## src/rtl/rt_pkg.sv

```systemverilog
// Shared definitions for the ray tracer front end: word widths, ray word
// layout and the ray generator state encoding.
package rt_pkg;

    localparam int Q_BITS = 10;
    localparam int D_BITS = 32;

    // Word positions inside a ray: origin x,y,z then direction x,y,z.
    localparam int RAY_OX = 0;
    localparam int RAY_OY = 1;
    localparam int RAY_OZ = 2;
    localparam int RAY_DX = 3;
    localparam int RAY_DY = 4;
    localparam int RAY_DZ = 5;

    typedef enum logic [1:0] {
        IDLE  = 2'd0,
        CALC  = 2'd1,
        WRITE = 2'd2,
        DONE  = 2'd3
    } state_t;

endpackage

```

## src/rtl/ray_generator.sv

```systemverilog
// Primary-ray source: walks the pixel grid in raster order and writes one
// pinhole-camera ray per pixel into the ray FIFO, one frame per start pulse.
//
// Handshake: out_wr_en is a registered strobe. A ray is offered in WRITE and
// the strobe is raised only on an edge where out_full was low, so the strobe
// is high for exactly one cycle with ray_out stable during that cycle. The
// FIFO must reflect the write in out_full by the following cycle.
module ray_generator
    import rt_pkg::*;
#(
    parameter int IMG_W     = 16,
    parameter int IMG_H     = 16,
    parameter int C_BITS    = 12,
    parameter int PIX_SHIFT = 10,
    parameter int FOCAL     = 4096
) (
    input  logic                   clock,
    input  logic                   reset,
    input  logic                   start,
    input  logic [2:0][D_BITS-1:0] cam_origin,
    output logic                   busy,
    output logic                   done,
    input  logic                   out_full,
    output logic                   out_wr_en,
    output logic [5:0][D_BITS-1:0] ray_out,
    output logic [C_BITS-1:0]      pixel_col,
    output logic [C_BITS-1:0]      pixel_row,
    output state_t                 dbg_state
);

    state_t                 state_q, state_d;
    logic [C_BITS-1:0]      col_q, col_d;
    logic [C_BITS-1:0]      row_q, row_d;
    logic [2:0][D_BITS-1:0] origin_q, origin_d;
    logic [5:0][D_BITS-1:0] ray_q, ray_d;
    logic                   wr_q, wr_d;
    logic                   busy_q, busy_d;
    logic                   done_q, done_d;

    logic signed [D_BITS-1:0] off_x;
    logic signed [D_BITS-1:0] off_y;
    logic                     last_col;
    logic                     last_row;

    // Signed pixel offsets from the image centre; +y points up so rows count down.
    always_comb begin
        off_x    = $signed(D_BITS'(col_q)) - $signed(D_BITS'(IMG_W / 2));
        off_y    = $signed(D_BITS'(IMG_H / 2)) - $signed(D_BITS'(row_q));
        last_col = (col_q == C_BITS'(IMG_W - 1));
        last_row = (row_q == C_BITS'(IMG_H - 1));
    end

    // Next-state and output decode; strobe and done default low every cycle.
    always_comb begin
        state_d  = state_q;
        col_d    = col_q;
        row_d    = row_q;
        origin_d = origin_q;
        ray_d    = ray_q;
        wr_d     = 1'b0;
        busy_d   = busy_q;
        done_d   = 1'b0;

        case (state_q)
            IDLE: begin
                if (start) begin
                    origin_d = cam_origin;
                    col_d    = '0;
                    row_d    = '0;
                    busy_d   = 1'b1;
                    state_d  = CALC;
                end
            end
            CALC: begin
                ray_d[RAY_OX] = origin_q[0];
                ray_d[RAY_OY] = origin_q[1];
                ray_d[RAY_OZ] = origin_q[2];
                ray_d[RAY_DX] = off_x <<< PIX_SHIFT;
                ray_d[RAY_DY] = off_y <<< PIX_SHIFT;
                ray_d[RAY_DZ] = D_BITS'(FOCAL);
                state_d       = WRITE;
            end
            WRITE: begin
                // A full FIFO freezes ray and counters until space appears.
                if (!out_full) begin
                    wr_d = 1'b1;
                    if (last_col) begin
                        if (last_row) begin
                            state_d = DONE;
                        end else begin
                            col_d   = '0;
                            row_d   = row_q + 1'b1;
                            state_d = CALC;
                        end
                    end else begin
                        col_d   = col_q + 1'b1;
                        state_d = CALC;
                    end
                end
            end
            DONE: begin
                done_d  = 1'b1;
                busy_d  = 1'b0;
                state_d = IDLE;
            end
            default: begin
                state_d = IDLE;
            end
        endcase
    end

    // State and output registers; reset abandons any frame in flight.
    always_ff @(posedge clock or posedge reset) begin
        if (reset) begin
            state_q  <= IDLE;
            col_q    <= '0;
            row_q    <= '0;
            origin_q <= '0;
            ray_q    <= '0;
            wr_q     <= 1'b0;
            busy_q   <= 1'b0;
            done_q   <= 1'b0;
        end else begin
            state_q  <= state_d;
            col_q    <= col_d;
            row_q    <= row_d;
            origin_q <= origin_d;
            ray_q    <= ray_d;
            wr_q     <= wr_d;
            busy_q   <= busy_d;
            done_q   <= done_d;
        end
    end

    assign busy      = busy_q;
    assign done      = done_q;
    assign out_wr_en = wr_q;
    assign ray_out   = ray_q;
    assign pixel_col = col_q;
    assign pixel_row = row_q;
    assign dbg_state = state_q;

endmodule

```

## config.mk

```make
export PLATFORM = sky130hd
export DESIGN_NAME = ray_generator
export DESIGN_NICKNAME = d
export VERILOG_FILES = /design/src/rtl/rt_pkg.sv /design/src/rtl/ray_generator.sv
export SDC_FILE = /design/constraint.sdc
export NUM_CORES = 1
export LEC_CHECK = 0
export ABC_AREA = 1
export BUFFER_PORTS_ARGS = -buffer_cell sky130_fd_sc_hd__buf_2
export CAP_MARGIN = 5
export CORE_MARGIN = 10
export CORE_UTILIZATION = 35
export CTS_CLUSTER_DIAMETER = 120
export CTS_CLUSTER_SIZE = 24
export DETAILED_ROUTE_END_ITERATION = 6
export PLACE_DENSITY = 0.63
export SYNTH_ARGS = -nofsm -noshare
export SYNTH_HDL_FRONTEND = slang
export SYNTH_SLANG_ARGS = --single-unit
```

## constraint.sdc

```tcl
create_clock -name clock -period 19.4 [get_ports clock]
set_clock_uncertainty 0.05 [all_clocks]
set_input_delay 4.85 -clock clock [delete_from_list [all_inputs] [get_ports clock]]
set_output_delay 4.85 -clock clock [all_outputs]
set_load 0.1 [all_outputs]
```

# Yosys cells after proc, flatten, opt, wreduce, memory -nomap -nowiden
# Cells that the tools add are included.
# word_totals
elab_cells	56
in_bits	100
out_inout_bits	221
regBits	266
# op_classes
mux	19
eq_ne	10
add_sub_neg	4
n_reduce_logical	8
# ops
operator	count
$mux W12	7
$pmux W12 S2	2
$add A12 B1 Y12 const B	2
$eq A12 B4 Y1 const B	2
$sub A12 B4 Y13 const B	1
$sub A4 B12 Y13 const A	1
$mux W2	4
$ne A2 B2 Y1 const B	4
$pmux W2 S4	1
$reduce_and A2 Y1	3
$reduce_and A5 Y1	1
$eq A2 B2 Y1 const B	2
$mux W1	4
$reduce_and A4 Y1	1
$reduce_bool A2 Y1	2
$ne A3 B3 Y1 const B	1
$eq A2 B1 Y1 const B	1
$logic_not A2 Y1	1
$pmux W1 S2	1

# Logic depth before layout (Yosys ltp)
# logic_depth
ltp_word	5
mapped_depth	12
depth_no_buf	11

# Worst setup path before layout
# Ideal clock, no wire load.
# synth_timing
path_type	register to output
from	reg ray_out[158] (netlist name)
to	out ray_out[151] (netlist name)
stages_incl_launch_ff	2
n_path_buf	1
required_time_ns	14.500
arrival_time_ns	1.473
setup_slack_ns	13.027
path_cell_list	dfrtp_1 -> buf_4
# synth_lines
item	line_no	text
end: declaration	ray_generator.sv:25	output logic [5:0][D_BITS-1:0] ray_out,

==> load_flow_metrics.sql <==
INSERT INTO impl_metrics (metric_group, metric, value, unit) VALUES
('status', 'outcome', 'completed', ''),
('synth', 'synthTopCellsByArea', 'dfrtp_1, nand2_1, buf_4', ''),
('placed_design', 'port_buffers', '269', ''),
('hold_path', 'whs_path_depth', '2', ''),
('route', 'dr.first_iter.drc_count', '581', ''),
('route', 'postRouteAntennaNets', '0', ''),
('sta', 'max_clock_freq', '144', 'MHz'),
('clock_network', 'clock_pin_slew_reported_for_the_worst_setup_and_hold_paths_after_clock_tree_synthesis', '0.09', 'ns'),
('sta', 'timing.final.setup_violations', '0', ''),
('job', 'timing.max_cap.violations', '0', ''),
('synth', 'yosys_register_bits', '248', ''),
('route', 'drt_pass1_iterations', '5', ''),
('clock_network', 'cts.htree.levels', '1', ''),
('floorplan', 'fp-row-count', '64', ''),
('layout', 'fill_cell_total_of_the_finished_layout', '3170', ''),
('synth', 'synthDominantCellAreaShare', '0.572', ''),
('floorplan', 'fp.dieH', '196', 'um'),
('global_route', 'antenna_found_initial', '7', ''),
('sta', 'fin_crit_sh', '0.358', ''),
('layout', 'drive_gt1_frac', '0.217', ''),
('route', 'totalWireLength', '29.5', 'mm'),
('route', 'wl_per_cell', '15.4', 'um'),
('route', 'via_count', '8464', ''),
('worst_setup_path', 'worst-endpoint-required', '19.84', 'ns'),
('sta', 'shortest_period_the_worst_path_allows', '6.94', 'ns'),
('clock_network', 'post-cts-setup-buffer-count', '0', ''),
('synth', 'ys_warn_count', '0', ''),
('global_route', 'grtUsageMet1', '0.193', ''),
('synth', 'synthAdderAreaFrac', '0.00577', ''),
('layout', 'final_design_area_no_fill', '12500', 'um2'),
('sta', 'finalHoldViolations', '0', ''),
('route', 'drcViolationCount', '0', ''),
('synth', 'post_synth_xor_area_fraction', '0.00807', ''),
('floorplan', 'initial_utilization', '0.355', ''),
('route', 'post_dr_vias_cell', '4.43', ''),
('worst_setup_path', 'worstSetupEndpointType', 'async pin', ''),
('clock_network', 'cts_resized', '0', ''),
('layout', 'area_growth', '15.5', '%'),
('global_route', 'grt_max_degree', '113', ''),
('synth', 'synth-seq-area-share', '0.572', ''),
('global_route', 'first_global_vias', '8747', ''),
('sta', 'slew_at_the_pin_closest_to_its_max_slew_limit', '1.15', 'ns'),
('clock_network', 'clock_insertion_delay_worst_skew', '0.50', 'ns'),
('synth', 'number_of_cells_produced_by_synthesis', '1301', ''),
('clock_network', 'cts_sinks', '248', ''),
('worst_setup_path', 'reg2reg_depth', '7', ''),
('synth', 'syn-mean-instance-area', '8.34', 'um2'),
('placed_design', 'postPlaceCellArea', '12100', 'um2'),
('floorplan', 'ioPinCount', '321', ''),
('synth', 'synth_top_family_by_area', 'simple AND/OR/NAND/NOR gates', ''),
('worst_setup_path', 'timing.critical_path.fanout_max', '86', ''),
('worst_setup_path', 'setup.worst_path.start_class', 'primary input', ''),
('floorplan', 'die_width', '196', 'um'),
('global_route', 'use_met3', '0.0508', ''),
('synth', 'synth_largest_area_cell', 'dfrtp_1', ''),
('floorplan', 'die_area', '38400', 'um2'),
('sta', 'timing.max_slew.rel_slack', '0.231', ''),
('placed_design', 'dpl.hpwl', '20.6', 'mm'),
('clock_network', 'cts_tree', 'yes', ''),
('synth', 'muxShareOfSynthArea', '0', ''),
('synth', 'post_synth_num_cell_types', '30', ''),
('hold_path', 'holdCritPathClass', 'flop to flop', ''),
('sta', 'totalNegativeSetupSlack', '0', 'ns'),
('sta', 'rsz0062_at_grt', 'no', ''),
('synth', 'yosys.area_share.simple', '0.291', ''),
('global_route', 'grtUsageTotal', '0.149', ''),
('global_route', 'grt_first_pass_wirelength', '47.8', 'mm'),
('worst_setup_path', 'timing_worst_setup_path_type', 'primary input to async pin', ''),
('synth', 'synthesized_area_fraction_occupied_by_ao_oa_aoi_and_oai_cells', '0.0272', ''),
('clock_network', 'cts_max_path_buffers', '3', ''),
('clock_network', 'root_buffer', 'clkbuf_16', ''),
('clock_network', 'numCtsBuffers', '14', ''),
('layout', 'nNetsFinal', '1619', ''),
('synth', 'netlist_area', '10800', 'um2'),
('clock_network', 'cts_hold_buffers', '0', ''),
('global_route', 'global_route.overflow_total', '0', ''),
('worst_setup_path', 'critical_path_arrival', '7.38', 'ns'),
('sta', 'timing_max_transition_violations_final', '0', ''),
('global_route', 'grt_busiest_layer', 'met2', ''),
('global_route', 'gr-usage-met2', '0.238', ''),
('floorplan', 'core-area', '30600', 'um2'),
('placed_design', 'gp_routability_congestion', '0.862', '');
-- metal layers --
layer / wire, um / vias up / part of all wire
li1: - / 4257 / -
met1: 13100 / 3934 / 0.44
met2: 13400 / 228 / 0.46
met4: 448 / 10 / 0.015
met3: 2420 / 35 / 0.082
met5: 62 / - / 0.0021
-- cells in the final DEF, fill, tap and decap left out, drive strengths merged --
cell type / n
xor2: 9
nand2: 689
a21oi: 6
nor2: 60
clkinv: 2
or2: 1
a31oi: 8
nor3b: 1
clkbuf: 14
buf: 275
xnor2: 1
o21ai: 43
dfrtp: 248
diode: 2
nand4: 9
inv: 59
ha: 5
nor3: 2
conb: 51
nand3: 31
-- logic make-up after synthesis --
family	count (synthesis)
buf+inv	187
other cells	1
simple gates	793
flops	248
compound gates	57
xor+xnor	10
fa+ha+maj	5
-- cells in the mapped netlist --
cell and count:
clkbuf_1 26, nor3b_1 1, xnor2_1 1, nor2_4 4, clkinv_2 1, dfrtp_1 248, nand2_4 3, buf_6 1
buf_8 1, inv_2 8, nand3_2 1, buf_4 75, or2_2 1, o21ai_0 43, nor2_2 5, nor3_1 2
nand2_2 11, ha_1 5, buf_2 23, nand4_1 9, buf_1 2, a31oi_1 8, a21oi_1 6, nand3_1 30
nand2_1 675, inv_1 50, nor2_8 1, xor2_1 9, nor2_1 50, conb_1 1
-- path summary, 6_finish.rpt --
check,start,end,slack [ns]
max in group clock,start,pixel_col[8]$_DFFE_PP0P_,12.62
worst max register to register,dbg_state[1]$_DFFE_PP0P_,pixel_col[8]$_DFFE_PP0P_,16.48
worst min-delay path,origin_q[8]$_DFFE_PP0P_,ray_out[8]$_DFFE_PP0N_,0.41
min in group asynchronous,reset,ray_out[107]$_DFFE_PP0N_,4.35
worst max-delay path,reset,ray_out[23]$_DFFE_PP0N_,12.46
worst min register to register,origin_q[8]$_DFFE_PP0P_,ray_out[8]$_DFFE_PP0N_,0.41
-- through the flow --
stage               std cells  worst slack, ns   util  hold WS [ns]
floorplan                1351             7.69      -         0.399
global placement         1894            11.75  0.397         0.398
detailed placement       1894            11.76  0.397         0.403
CTS                      1910            12.31  0.410         0.400
global route             1910            11.99  0.410         0.442
finish                   1912            12.46  0.410         0.408
-- state kept, by name, indices dropped and copies added, names as in the netlist --
name	flops
ray_out	123
origin_q	96
pixel_col	12
pixel_row	12
dbg_state	2
busy	1
done	1
out_wr_en	1
-- worst max-delay path, cell delays in order --
cell	delay [ns]
buf_2	0.13
inv_8	0.39
buf_4	0.91
buf_4	0.91
-- area by class of cell --
cell class | count | area, um2 | area share
Multi-Input combinational cell | 916 | 3820 | 0.305
Sequential cell | 248 | 6210 | 0.495
Clock buffer | 14 | 350 | 0.0280
Clock inverter | 2 | 32.5 | 0.00260
Antenna cell | 2 | 5.00 | 0.000399
Timing Repair Buffer | 275 | 1390 | 0.111
Inverter | 59 | 235 | 0.0188
Tap cell | 396 | 495 | 0.0395
Power is left out: the tool's default activity adds up to more than one toggle a clock period on the data nets, which glitch-free logic cannot reach.
